===== config.mk =====
export PLATFORM = sky130hd
export DESIGN_NAME = usr_reg_capture
export DESIGN_NICKNAME = d
export VERILOG_FILES = /design/src/rtl/usr_reg_capture.sv
export SDC_FILE = /design/constraint.sdc
export NUM_CORES = 1
export LEC_CHECK = 0
export BUFFER_PORTS_ARGS = -buffer_cell sky130_fd_sc_hd__buf_4
export CELL_PAD_IN_SITES_DETAIL_PLACEMENT = 2
export CELL_PAD_IN_SITES_GLOBAL_PLACEMENT = 2
export CORE_MARGIN = 3
export CORE_UTILIZATION = 30
export CTS_CLUSTER_DIAMETER = 40
export CTS_CLUSTER_SIZE = 8
export DETAILED_ROUTE_END_ITERATION = 10
export PLACE_DENSITY_LB_ADDON = 0.1
export SLEW_MARGIN = 20
export SYNTH_ARGS = -nofsm -noshare
export SYNTH_HDL_FRONTEND = slang
export SYNTH_SLANG_ARGS = --single-unit

===== constraint.sdc =====
create_clock -name aclk -period 2.6 [get_ports aclk]
set_input_delay 0.52 -clock aclk [delete_from_list [all_inputs] [get_ports aclk]]
set_output_delay 0.52 -clock aclk [all_outputs]
set_load 0.03 [all_outputs]

===== src/rtl/usr_reg_capture.sv =====
// USR_ACCESS consumer: synchronises the bitstream user word into aclk, captures it once
// after a stability window, decodes it as a build timestamp and serves a 4-entry read map.
module usr_reg_capture #(
    parameter int unsigned SYNC_STAGES  = 2,
    parameter int unsigned STABLE_COUNT = 16
) (
    input  logic        aclk,
    input  logic        reset,
    input  logic [31:0] Usr_Reg_Data,
    input  logic        ConfigValid,
    input  logic        rd_req,
    input  logic [1:0]  rd_addr,
    output logic        rd_ack,
    output logic [31:0] rd_data,
    output logic        captured
);

    localparam int unsigned DATA_W = 32;
    localparam int unsigned CNT_W  = 8;
    localparam logic [CNT_W-1:0] CNT_LAST = CNT_W'(STABLE_COUNT - 1);
    localparam logic [CNT_W-1:0] CNT_CFG  = CNT_W'(STABLE_COUNT);

    typedef enum logic [1:0] {
        ST_IDLE = 2'd0,
        ST_WAIT = 2'd1,
        ST_CAPT = 2'd2
    } state_t;

    // Vivado TIMESTAMP layout of the user word
    typedef struct packed {
        logic [4:0] day;
        logic [3:0] month;
        logic [5:0] year;
        logic [4:0] hour;
        logic [5:0] minute;
        logic [5:0] second;
    } ts_t;

    logic [SYNC_STAGES-1:0]             vsync_q;
    logic [SYNC_STAGES-1:0][DATA_W-1:0] dsync_q;
    logic [DATA_W-1:0]                  dprev_q;
    logic                               vsync;
    logic [DATA_W-1:0]                  dsync;

    state_t            state_q,    state_d;
    logic [CNT_W-1:0]  cnt_q,      cnt_d;
    logic [DATA_W-1:0] cap_word_q, cap_word_d;
    logic              captured_q, captured_d;

    logic              rd_ack_q;
    logic [DATA_W-1:0] rd_data_q;
    logic [DATA_W-1:0] rd_mux_c;
    ts_t               ts;

    assign vsync = vsync_q[SYNC_STAGES-1];
    assign dsync = dsync_q[SYNC_STAGES-1];

    // Multi-flop synchronisers for valid and data, plus one extra stage for change detect
    always_ff @(posedge aclk) begin
        if (reset) begin
            vsync_q <= '0;
            dsync_q <= '0;
            dprev_q <= '0;
        end else begin
            vsync_q[0] <= ConfigValid;
            dsync_q[0] <= Usr_Reg_Data;
            for (int i = 1; i < int'(SYNC_STAGES); i++) begin
                vsync_q[i] <= vsync_q[i-1];
                dsync_q[i] <= dsync_q[i-1];
            end
            dprev_q <= dsync;
        end
    end

    // Capture FSM state register
    always_ff @(posedge aclk) begin
        if (reset) begin
            state_q    <= ST_IDLE;
            cnt_q      <= '0;
            cap_word_q <= '0;
            captured_q <= 1'b0;
        end else begin
            state_q    <= state_d;
            cnt_q      <= cnt_d;
            cap_word_q <= cap_word_d;
            captured_q <= captured_d;
        end
    end

    // Stability filter; the counter never passes CNT_LAST so it cannot wrap
    always_comb begin
        state_d    = state_q;
        cnt_d      = cnt_q;
        cap_word_d = cap_word_q;
        captured_d = captured_q;
        unique case (state_q)
            ST_IDLE: begin
                cnt_d = '0;
                if (vsync) begin
                    state_d = ST_WAIT;
                end
            end
            ST_WAIT: begin
                if (!vsync) begin
                    cnt_d   = '0;
                    state_d = ST_IDLE;
                end else if (dsync != dprev_q) begin
                    cnt_d = '0;
                end else if (cnt_q >= CNT_LAST) begin
                    cap_word_d = dsync;
                    captured_d = 1'b1;
                    state_d    = ST_CAPT;
                end else begin
                    cnt_d = cnt_q + CNT_W'(1);
                end
            end
            ST_CAPT: begin
                state_d = ST_CAPT;
            end
            default: begin
                cnt_d   = '0;
                state_d = ST_IDLE;
            end
        endcase
    end

    assign ts = ts_t'(cap_word_q);

    // Read map; uses the registered word, so a read on the capture edge sees the old value
    always_comb begin
        rd_mux_c = '0;
        unique case (rd_addr)
            2'd0:    rd_mux_c = cap_word_q;
            2'd1:    rd_mux_c = {17'b0, ts.year, ts.month, ts.day};
            2'd2:    rd_mux_c = {15'b0, ts.hour, ts.minute, ts.second};
            default: rd_mux_c = {16'b0, CNT_CFG, 5'b0, state_q, captured_q};
        endcase
    end

    // Single-cycle read pipeline; data holds between acknowledges
    always_ff @(posedge aclk) begin
        if (reset) begin
            rd_ack_q  <= 1'b0;
            rd_data_q <= '0;
        end else begin
            rd_ack_q <= rd_req;
            if (rd_req) begin
                rd_data_q <= rd_mux_c;
            end
        end
    end

    assign rd_ack   = rd_ack_q;
    assign rd_data  = rd_data_q;
    assign captured = captured_q;

endmodule


==> impl_metrics.env <==
export IMPL_antenna_left=0
export IMPL_drc=0
export IMPL_crit_type="reg2reg"
export IMPL_worstPathArrival_ns=2.96
export IMPL_grtUsageTotal_pct=13.7
export IMPL_synth_largest_area_cell="dfxtp_1"
export IMPL_cp_endpoint="cap_word_q[13]$_SDFFE_PP0P_"
export IMPL_top_layer_used="met4"
export IMPL_port_buffers=71
export IMPL_path_depth=6
export IMPL_fin_worst_skew_ns=0.00704
export IMPL_ys_top_cells_by_count="dfxtp_1 (174), nor2b_1 (146), nor2_1 (38), mux2_4 (28), xor2_1 (25)"
export IMPL_synthArstFlopShare_pct=0
export IMPL_hold_viol=0
export IMPL_tightest_slew_ns=0.776
export IMPL_ys_warn_count=0
export IMPL_synth_edf_count=0
export IMPL_synth_seq_cells=174
export IMPL_die_area_sq_mm=0.0225
export IMPL_reg2reg_from="dsync[15]$_SDFF_PP0_"
export IMPL_rsz0062_at_grt="true"
export IMPL_clock_tree_htree_level_count=4
export IMPL_grt_max_degree=168
export IMPL_failed_checks="setup timing"
export IMPL_syn_to_final_growth_pct=22.8
export IMPL_initial_utilization_pct=30.7
export IMPL_gp_congestion=0.747
export IMPL_fp_dieH_microns=150
export IMPL_total_power_w=0.00569
export IMPL_cts_tree="yes"
export IMPL_vias_per_cell=4.30
export IMPL_layout_nets=670
export IMPL_r2r_setup_slack_ns=-0.04
export IMPL_drv_slew=0
export IMPL_drive_above_1_share_pct=23.0
export IMPL_dpl_hpwl_mm=9.87
export IMPL_rows=52
export IMPL_setup_viol=34
export IMPL_wl_per_cell_microns=15.9
export IMPL_drv_cap=0
export IMPL_worstPathMaxFanout=18
export IMPL_ys_seq_area_share_pct=55.9
export IMPL_yosys_top_cells_area="dfxtp_1 (56%), nor2b_1 (15%), mux2_4 (6.7%)"
export IMPL_post_route_period_util_pct=102
export IMPL_clock_latency_ns=0.43
export IMPL_drtIter0Drc=137
export IMPL_power_density_mw_per_mm2=744
export IMPL_clockRootBuffer="clkbuf_16"
export IMPL_cpMaxStageDelayCell="or4b_1"
export IMPL_synthesis_area_sq_mm=0.00623
export IMPL_min_period_ns=2.64
export IMPL_antenna_found_initial=0
export IMPL_die_w_microns=150
export IMPL_p_leak_nw=3.23
export IMPL_cts_buffers=17
export IMPL_first_pass_iters=4
export IMPL_crit_path_start="dsync[15]$_SDFF_PP0_"
export IMPL_crit_path_cell_trace="xor2_1, or4b_1, or4b_4, or4_4, buf_12, mux2_4"
export IMPL_outcome="finished with violations"
export IMPL_overflow=0
export IMPL_crit_family="simple AND/OR/NAND/NOR gates"
export IMPL_crit_buf_inv=1
export IMPL_postCtsHoldBufs=0
export IMPL_core_region_area_sq_mm=0.0203
export IMPL_crit_required_ns=2.92
export IMPL_place_ws_ns=-0.224
export IMPL_regToRegEndpoint="cap_word_q[13]$_SDFFE_PP0P_"
export IMPL_antenna_cells=0
export IMPL_cp_slowest_stage_delay_ns=0.53
export IMPL_setup_ws_ns=-0.0430
export IMPL_vias=3926
export IMPL_hp_class="in2reg"
export IMPL_max_freq_mhz=378
export IMPL_met3WireLength_microns=556
export IMPL_clockBufferDepth=2
export IMPL_ys_types=33
export IMPL_path_clk_slew_ns=0.07
export IMPL_syn_nets=606
export IMPL_vdd_ir_drop_max_mv=0.416
export IMPL_synth_top_cell_area_share_pct=55.9
export IMPL_wirelength_mm=14.6
export IMPL_yosysMostFrequentCell="dfxtp_1"
export IMPL_grt_pass1_wl_mm=23.9
export IMPL_first_global_vias=4283
export IMPL_setup_tns_ns=-0.900
export IMPL_reg2regPathDepth=6
export IMPL_syn_inst=567
export IMPL_met1_length_mm=7.53
export IMPL_worst_setup_path_start_kind="flop"
export IMPL_synth_ff_type="dfxtp_1"
export IMPL_syn_area_per_cell_sq_um=11.0
export IMPL_cp_end_kind="flop"
export IMPL_maxSlewHeadroom_pct=48.3
export IMPL_cts_setup_buffers=0
export IMPL_cts_sinks=174
export IMPL_ioPinCount=72
export IMPL_met2WireLength_mm=6.25
## stage by stage
step	hold WS [ns]	cells	utilization, %	instance area [sq um]
after CTS	0.277	914	37.7	7650
after global placement	0.429	881	34.5	7000
after global routing	0.285	914	37.7	7650
after detailed placement	0.429	881	34.5	7000
final	0.301	914	37.7	7650
after floorplan	0.414	567	-	6230
## flip-flops by register name (all words and copies together) (netlist names)
register and count:
rd_data 32, vsync_q 2, dsync_q 32, dprev_q 32, captured 1, dsync 32
state_q 2, rd_ack 1, cap_word_q 32, cnt_q 8
## cells in the final DEF (no fill, tap or decap), types with 4 or more instances in the layout
master / synthesis / final
mux2_2: 5 / 5
nor4_1: 8 / 8
buf_4: 0 / 75
a311oi_1: 11 / 11
nor2b_1: 146 / 146
nand3b_1: 15 / 15
mux2i_1: 8 / 8
a21oi_1: 24 / 24
nand2b_1: 15 / 15
inv_6: 0 / 6
clkbuf_16: 0 / 17
nor2_1: 38 / 38
xor2_1: 25 / 25
and2_1: 4 / 4
mux2_4: 28 / 28
xnor2_1: 7 / 7
dfxtp_1: 174 / 173
nand2_1: 4 / 4
## report_power, final
group          switching [W]  total (W)  leakage, nW  internal, W
Combinational       0.000158   0.000292         1.52     0.000134
Sequential         0.0000333    0.00277         1.42      0.00274
Clock                0.00110    0.00263        0.293      0.00153
Total                0.00129    0.00569         3.23      0.00440
## cell type report
type / count / area [sq um]
clock buffer: 18 / 429
clock inverter: 14 / 180
fill: 2183 / 12600
inverter: 1 / 3.75
multi-input combinational: 359 / 2590
sequential: 174 / 3480
tap: 270 / 338
timing repair buffer: 78 / 631
## timing repair
| action | 4_1_cts | 5_1_grt |
|---|---|---|
| setup endpoints to repair | 38 | 37 |
| gates resized for setup | 4 | 1 |
| pin swaps | 0 | 0 |
| cloned | 1 | 0 |
## worst min-delay path by stage
stage	startpoint	to	slack, ns	cells past startpoint
3_5_place_dp	dsync_q[17]$_SDFF_PP0_	dsync[17]$_SDFF_PP0_	0.43	1
2_1_floorplan	dsync_q[0]$_SDFF_PP0_	dsync[0]$_SDFF_PP0_	0.41	1
3_3_place_gp	dsync_q[19]$_SDFF_PP0_	dsync[19]$_SDFF_PP0_	0.43	1
5_1_grt	Usr_Reg_Data[9]	dsync_q[9]$_SDFF_PP0_	0.29	2
6_report	ConfigValid	vsync_q[0]$_SDFF_PP0_	0.30	2
4_1_cts	Usr_Reg_Data[4]	dsync_q[4]$_SDFF_PP0_	0.28	2
## layer usage
| metal | global-route usage, % | vias up |
|---|---|---|
| li1 | - | 1995 |
| met1 | 19.6 | 1837 |
| met2 | 20.0 | 76 |
| met3 | 3.49 | 18 |
| met4 | 5.08 | 0 |
| met5 | 0 | - |
## cells by family (layout without fill, tap and decap cells)
group	after synthesis	count (layout)	share of synthesized area, %
multiplexers	41	41	8.93
buffers and inverters	34	111	2.87
AND/OR/NAND/NOR	246	246	23.6
adder cells (fa/ha/maj)	1	1	0.201
flip-flops	174	174	55.9
XOR/XNOR	32	32	4.50
AO/OA/AOI/OAI	39	39	3.99
Note: power is estimated with default switching activity, not from simulation.
